$ cat src/rtl/texto_ctrl.sv
// VGA text-overlay controller: window decode, font-ROM addressing,
// pixel pipeline and a double-buffered 4-character message.
module texto_ctrl #(
    parameter int         X0         = 300,
    parameter int         Y0         = 230,
    parameter logic [6:0] RESET_CODE = 7'h20
) (
    input  logic        clk,
    input  logic        rst,
    input  logic        pixel_tick,
    input  logic        video_on,
    input  logic [9:0]  pixel_x,
    input  logic [9:0]  pixel_y,
    input  logic        msg_we,
    input  logic [1:0]  msg_idx,
    input  logic [6:0]  msg_code,
    input  logic [7:0]  rom_data,
    output logic [11:0] rom_addr,
    output logic [1:0]  char,
    output logic [5:0]  rowad,
    output logic        pix_valid,
    output logic        pix_on,
    output logic        dirty
);

    localparam logic [9:0] XL = 10'(X0);
    localparam logic [9:0] XH = 10'(X0 + 32);
    localparam logic [9:0] YL = 10'(Y0);
    localparam logic [9:0] YH = 10'(Y0 + 32);

    logic [6:0]  shadow_q [4];
    logic [6:0]  active_q [4];
    logic        dirty_q;

    logic [11:0] rom_addr_q;
    logic [1:0]  char_q;
    logic [5:0]  rowad_q;
    logic [2:0]  col1_q, col2_q;
    logic        win1_q, win2_q;
    logic        tick1_q, tick2_q;
    logic        pix_valid_q, pix_on_q;

    logic        in_win;
    logic        commit;
    logic [4:0]  dx, dy;

    // Range test is done on the full coordinates, so the low-bit offsets
    // below are only ever used for pixels already known to be in the window.
    assign in_win = video_on
                 && (pixel_x >= XL) && (pixel_x < XH)
                 && (pixel_y >= YL) && (pixel_y < YH);
    assign dx     = pixel_x[4:0] - XL[4:0];
    assign dy     = pixel_y[4:0] - YL[4:0];
    assign commit = pixel_tick && (pixel_x == 10'd0) && (pixel_y == 10'd0);

    always_ff @(posedge clk or posedge rst) begin
        if (rst) begin
            rom_addr_q  <= '0;
            char_q      <= '0;
            rowad_q     <= '0;
            col1_q      <= '0;
            col2_q      <= '0;
            win1_q      <= 1'b0;
            win2_q      <= 1'b0;
            tick1_q     <= 1'b0;
            tick2_q     <= 1'b0;
            pix_valid_q <= 1'b0;
            pix_on_q    <= 1'b0;
        end else begin
            tick1_q <= pixel_tick;
            if (pixel_tick) begin
                if (in_win) begin
                    char_q     <= dx[4:3];
                    col1_q     <= dx[2:0];
                    rowad_q    <= {1'b0, dy};
                    rom_addr_q <= {active_q[dx[4:3]], dy};
                    win1_q     <= 1'b1;
                end else begin
                    char_q     <= '0;
                    col1_q     <= '0;
                    rowad_q    <= '0;
                    rom_addr_q <= '0;
                    win1_q     <= 1'b0;
                end
            end
            tick2_q     <= tick1_q;
            col2_q      <= col1_q;
            win2_q      <= win1_q;
            pix_valid_q <= tick2_q;
            if (tick2_q)
                pix_on_q <= win2_q & rom_data[3'd7 - col2_q];
        end
    end

    // A write in the commit clock lands after the copy, so it stays pending.
    always_ff @(posedge clk or posedge rst) begin
        if (rst) begin
            dirty_q <= 1'b0;
            for (int i = 0; i < 4; i++) begin
                shadow_q[i] <= RESET_CODE;
                active_q[i] <= RESET_CODE;
            end
        end else begin
            if (commit && dirty_q) begin
                for (int i = 0; i < 4; i++)
                    active_q[i] <= shadow_q[i];
                dirty_q <= 1'b0;
            end
            if (msg_we) begin
                shadow_q[msg_idx] <= msg_code;
                dirty_q           <= 1'b1;
            end
        end
    end

    assign rom_addr  = rom_addr_q;
    assign char      = char_q;
    assign rowad     = rowad_q;
    assign pix_valid = pix_valid_q;
    assign pix_on    = pix_on_q;
    assign dirty     = dirty_q;

endmodule

$ cat config.mk
export PLATFORM = sky130hd
export DESIGN_NAME = texto_ctrl
export DESIGN_NICKNAME = d
export VERILOG_FILES = /design/src/rtl/texto_ctrl.sv
export SDC_FILE = /design/constraint.sdc
export NUM_CORES = 1
export LEC_CHECK = 0
export BUFFER_PORTS_ARGS = -buffer_cell sky130_fd_sc_hd__buf_2
export CORE_AREA = 2 2 111 113
export DETAILED_ROUTE_END_ITERATION = 8
export DIE_AREA = 0 0 113 115
export GPL_TIMING_DRIVEN = 0
export SYNTH_ARGS = -nofsm -noshare
export SYNTH_HDL_FRONTEND = slang
export SYNTH_SLANG_ARGS = --single-unit
$ cat constraint.sdc
create_clock -name clk -period 3.5 [get_ports clk]
set_input_delay 0.525 -clock clk [delete_from_list [all_inputs] [get_ports clk]]
set_output_delay 0.525 -clock clk [all_outputs]
set_load 0.01 [all_outputs]
**Yosys cells after proc, flatten, opt, wreduce, memory -nomap -nowiden**

Index checks and enable logic that the tools add are counted.

- Flip-flop bits (word level): 89
- Latch bits: 0
- RAM bits: 0
- ROM bits: 0
- Bits of input ports: 42
- Output and inout port bits: 23
- Word-level logic and storage cells: 60
- Memories: 0

- Add/subtract/negate cells: 3
- $mul: 0
- Div/mod/pow operators: 0
- Magnitude comparators: 8
- Eq/ne operators: 0
- Shift operators: 0
- Mux-type cells: 15
- Bitwise logic cells: 3
- Reductions and logical operators: 11

Operators by type and width:

| kind | number |
|---|---|
| bitwise mux 28 bit | 1 |
| 2-to-1 mux 7 bit | 3 |
| zero test 10 bit | 2 |
| less-than comparator 10 x 9 -> 1 bit (second input constant) | 2 |
| binary-select mux 7 bit (select 2 bit) | 1 |
| demux 7 bit (select 2 bit) | 1 |
| 2-to-1 mux 12 bit | 1 |
| greater-or-equal comparator 10 x 8 -> 1 bit (second input constant) | 1 |
| greater-or-equal comparator 10 x 9 -> 1 bit (second input constant) | 1 |
| logical AND 1 bit | 8 |
| greater-or-equal comparator 3 bit (second input constant) | 2 |
| NOT 2 -> 3 bit | 2 |
| 2-to-1 mux 5 bit | 1 |
| subtractor 5 x 3 -> 5 bit (second input constant) | 1 |
| subtractor 5 x 4 -> 5 bit (second input constant) | 1 |
| less-than comparator 3 x 4 -> 1 bit (second input constant) | 1 |
| 2-to-1 mux 1 bit | 4 |
| binary-select mux 1 bit (select 3 bit) | 1 |
| less-than comparator 3 x 1 -> 1 bit (second input constant) | 1 |
| 2-to-1 mux 3 bit | 1 |
| subtractor 3 bit (first input constant) | 1 |
| 2-to-1 mux 2 bit | 1 |
| nonzero test 2 bit | 1 |
| AND 1 bit | 1 |

**Longest topological paths before layout**

- Word-level depth: 6
- Mapped depth: 6
- Depth with buffers taken out: 5

**Worst setup path after synthesis**

No wires, ideal clock.

- Path type: input to register
- From: input pixel_tick
- To: register active_q[0] (netlist bit)
- Library setup time: 0.125 ns
- Arrival time: 2.240 ns
- Setup slack: 1.136 ns
- Stages on the path: 5
- Path buffers: 1
- Cell sequence: inv_2 or4_4 nor4_4 buf_6 mux2_2

- Longest elaborated chain between the ends: 3

Ends and longest elaborated chain:

| element | line | source |
|---|---|---|
| start, declared | 10 | `input logic pixel_tick,` |
| logical AND 1 bit (2 in series) | 54 | `assign commit = pixel_tick && (pixel_x == 10'd0) && (pixel_y == 10'd0);` |
| logical AND 1 bit | 104 | `if (commit && dirty_q) begin` |
| end signal, assigned by index | 106 | `active_q[i] <= shadow_q[i];` |
| end, declared | 32 | `logic [6:0] active_q [4];` |

Every way passes these cells.
A chain may end at the register's enable or synchronous reset.

**Worst setup path after layout**

- From: input pixel_tick
- To: register active_q[10] (netlist bit)

The elaborated chain is that of the path after synthesis.

==> impl_metrics.yaml <==
placement:
  gp_congestion: 0.744
  post-place-ws_ns: 0.627
  place_inst: 435
  dpl_cell_area_sq_mm: 0.00402
  hpwl_um: 5090
  port_buffers: 63
clock_tree:
  cts-root-buf: "clkbuf_16"
  cts.reportedPaths.clkPinSlew_ns: 0.06
  cts_buffer_depth: 2
  cts_max_level: 3
  clock_latency_ns: 0.33
  numCtsBuffers: 9
  cts_hold_buf: 0
  cts_sinks: 83
  cts_setup_buffers: 0
  cts_tree: "yes"
  cts_resized: 0
die:
  pin_count: 65
  dieWidth_um: 113
  die_area_sq_mm: 0.0130
  start_util_pct: 29.5
  fp.dieH_um: 115
  rows: 40
  core_sq_mm: 0.0118
worst_setup_path:
  cp_top_family: "simple AND/OR/NAND/NOR gates"
  cpPeakStageDelay_ns: 0.77
  path_buf_inv: 3
  criticalPathCategory: "in -> reg"
  crit_path_end_kind: "flop"
  crit_chain: "buf_2 -> inv_2 -> or4_4 -> nor4_4 -> buf_6 -> mux2_2"
  worstPathRequired_ns: 3.71
  cp_data_arrival_time_ns: 2.71
  cp_slowest_cell: "nor4_4"
  crit_fanout: 10
  worst_setup_path_start_kind: "primary input"
power_and_ir_drop:
  power_density_mw_per_mm2: 544
  ir_drop_mv: 0.233
  p_leak_nw: 2.12
sta:
  setup_viol: 0
  worst_slack_ns: 1.00
  min_period_over_period_pct: 71.4
  min_period_ns: 2.50
  rsz0062_at_grt: "false"
  fmax_mhz: 400
  skew_ns: 0.00871
  relSlewSlack_pct: 43.7
  worstMarginPinSlew_ns: 0.838
  hold_viol: 0
  slew_violations: 0
synthesis:
  synth_top_cell_by_area: "dfrtp_1"
  synth-seq-cells: 83
  synth_top_area_share_pct: 53.8
  syn_nets: 269
  synthArstFlopShare_pct: 100
  yosys-top-cells-area: "dfrtp_1 (54%), mux2_2 (18%), dfstp_2 (6.0%), mux4_2 (5.2%), a22o_1 (4.3%)"
  synth_edf_count: 0
  seq_area_frac_synth_pct: 59.9
  synth_area_sq_mm: 0.00349
  ys_types: 37
  yosysWarnings: 0
  ys.flop_type: "dfrtp_1"
  syn_inst: 224
  synth.avg_cell_area_sq_um: 15.6
global_routing:
  antenna_found_initial: 0
  grt_pass1_vias: 2214
  grt_max_degree: 43
  track_usage_pct: 12.0
  grt_overflow_total: 0
  grt_pass1_wl_um: 12100
hold_path:
  min_path_type: "in -> async"
routing:
  dr.pass1.iters: 7
  drc_errors: 13
  vias_per_cell: 4.76
  postRouteAntennaNets: 0
  vias: 2152
  dr.first_iter.drc_count: 93
  wirelength_um: 7310
  routedWlPerCell_um: 16.2
finish:
  antenna_cells: 0
  n_fill_cell: 1115
  nNetsFinal: 345
  area.growth.synth_to_final_pct: 26.2
  final_cell_area_sq_mm: 0.00440
  stdcell_count: 452
  layout-drive-gt1-share_pct: 55.1
run_status:
  status: "finished with violations"
  violations: "design-rule violations"
run:
  maxCapViolCount: 0
-- cells by family (layout without fill, tap and decap cells) --
kind of cell / count (synthesis) / in the layout / share of synthesized area (%)
flip-flops: 83 / 83 / 59.9
multiplexers: 67 / 67 / 24.1
AO/OA/AOI/OAI: 25 / 25 / 6.39
AND/OR/NAND/NOR: 22 / 22 / 4.42
buffers and inverters: 20 / 101 / 3.27
adder cells (fa/ha/maj): 3 / 3 / 1.08
XOR/XNOR: 3 / 3 / 0.754
other: 1 / 1 / 0.108
-- final timing paths --
check                           cells past startpoint               from  slack (ns)                  endpoint
worst max-delay path                                6         pixel_tick        1.00  active_q[10]$_DFFE_PP0P_
worst min-delay path                                2                rst        0.23   rom_addr[1]$_DFFE_PP0P_
worst max register to register                      4  dirty$_DFFE_PP0P_        1.56  active_q[10]$_DFFE_PP0P_
worst min register to register                      0  tick1_q$_DFF_PP0_        0.35         tick2_q$_DFF_PP0_
max in group asynchronous                           3                rst        2.60   active_q[5]$_DFFE_PP1P_
min in group clk                                    1         pixel_tick        0.32         tick1_q$_DFF_PP0_
-- synthesized netlist by cell type, types with 2 or more instances --
| master | instances |
|---|---|
| a22o_1 | 17 |
| buf_4 | 6 |
| buf_6 | 2 |
| dfrtp_1 | 75 |
| dfstp_2 | 8 |
| ha_1 | 3 |
| inv_1 | 8 |
| mux2_2 | 56 |
| mux2i_1 | 3 |
| mux4_2 | 8 |
| nand2_1 | 2 |
| nand3_1 | 5 |
| nand3b_1 | 3 |
| nor2_1 | 2 |
| nor4_1 | 3 |
| xor2_1 | 2 |
-- per-stage QoR --
step | hold WS (ns) | utilization (%) | setup TNS, ns | power (mW)
3_5_place_dp | 0.345 | 34.0 | 0 | 1.25
6_report | 0.233 | 37.2 | 0 | 2.39
4_1_cts | 0.249 | 37.2 | 0 | 2.42
5_1_grt | 0.277 | 37.2 | 0 | 2.48
3_3_place_gp | 0.336 | 33.7 | -3.09 | 1.23
2_1_floorplan | 0.331 | - | 0 | 1.17
-- sequential cells by signal, summed over array words and instances (netlist names) --
name       count
rom_addr      12
dirty          1
pix_on         1
col2_q         3
char           2
pix_valid      1
active_q      28
shadow_q      28
col1_q         3
tick2_q        1
tick1_q        1
win1_q         1
win2_q         1
-- placed cells by master (no fill, tap or decap), drive strengths merged, types with 2 or more instances in the layout --
cell type / Yosys / layout
a22o: 17 / 17
xor2: 2 / 2
nand3b: 3 / 3
buf: 10 / 75
or4: 2 / 2
inv: 9 / 9
nand3: 5 / 5
bufinv: 0 / 4
mux4: 8 / 8
nand2: 2 / 2
dfrtp: 75 / 75
nor4: 4 / 4
nor2: 2 / 2
clkbuf: 1 / 11
dfstp: 8 / 8
mux2: 56 / 56
mux2i: 3 / 3
ha: 3 / 3
-- metal layers --
metal	global-route usage, %	up-vias	routed length [um]
li1	-	982	-
met1	16.3	1097	3440
met2	18.8	65	3350
met3	2.69	8	427
met4	4.39	0	90
met5	0	-	0
-- power breakdown --
part	leakage (nW)	internal, mW	total, mW	switching [mW]
combinational	0.871	0.0857	0.168	0.0827
sequential	1.07	1.03	1.06	0.0280
clock	0.179	0.790	1.17	0.377
total	2.12	1.90	2.39	0.487
-- layout make-up --
type	count	area, sq um	area share, %
Buffer	11	80.1	1.82
Clock buffer	10	239	5.43
Clock inverter	6	136	3.10
Inverter	9	36.3	0.825
Multi-Input combinational cell	121	1290	29.4
Sequential cell	83	2090	47.5
Tap cell	147	184	4.18
Timing Repair Buffer	65	343	7.80
(Power assumes the default switching activity.)
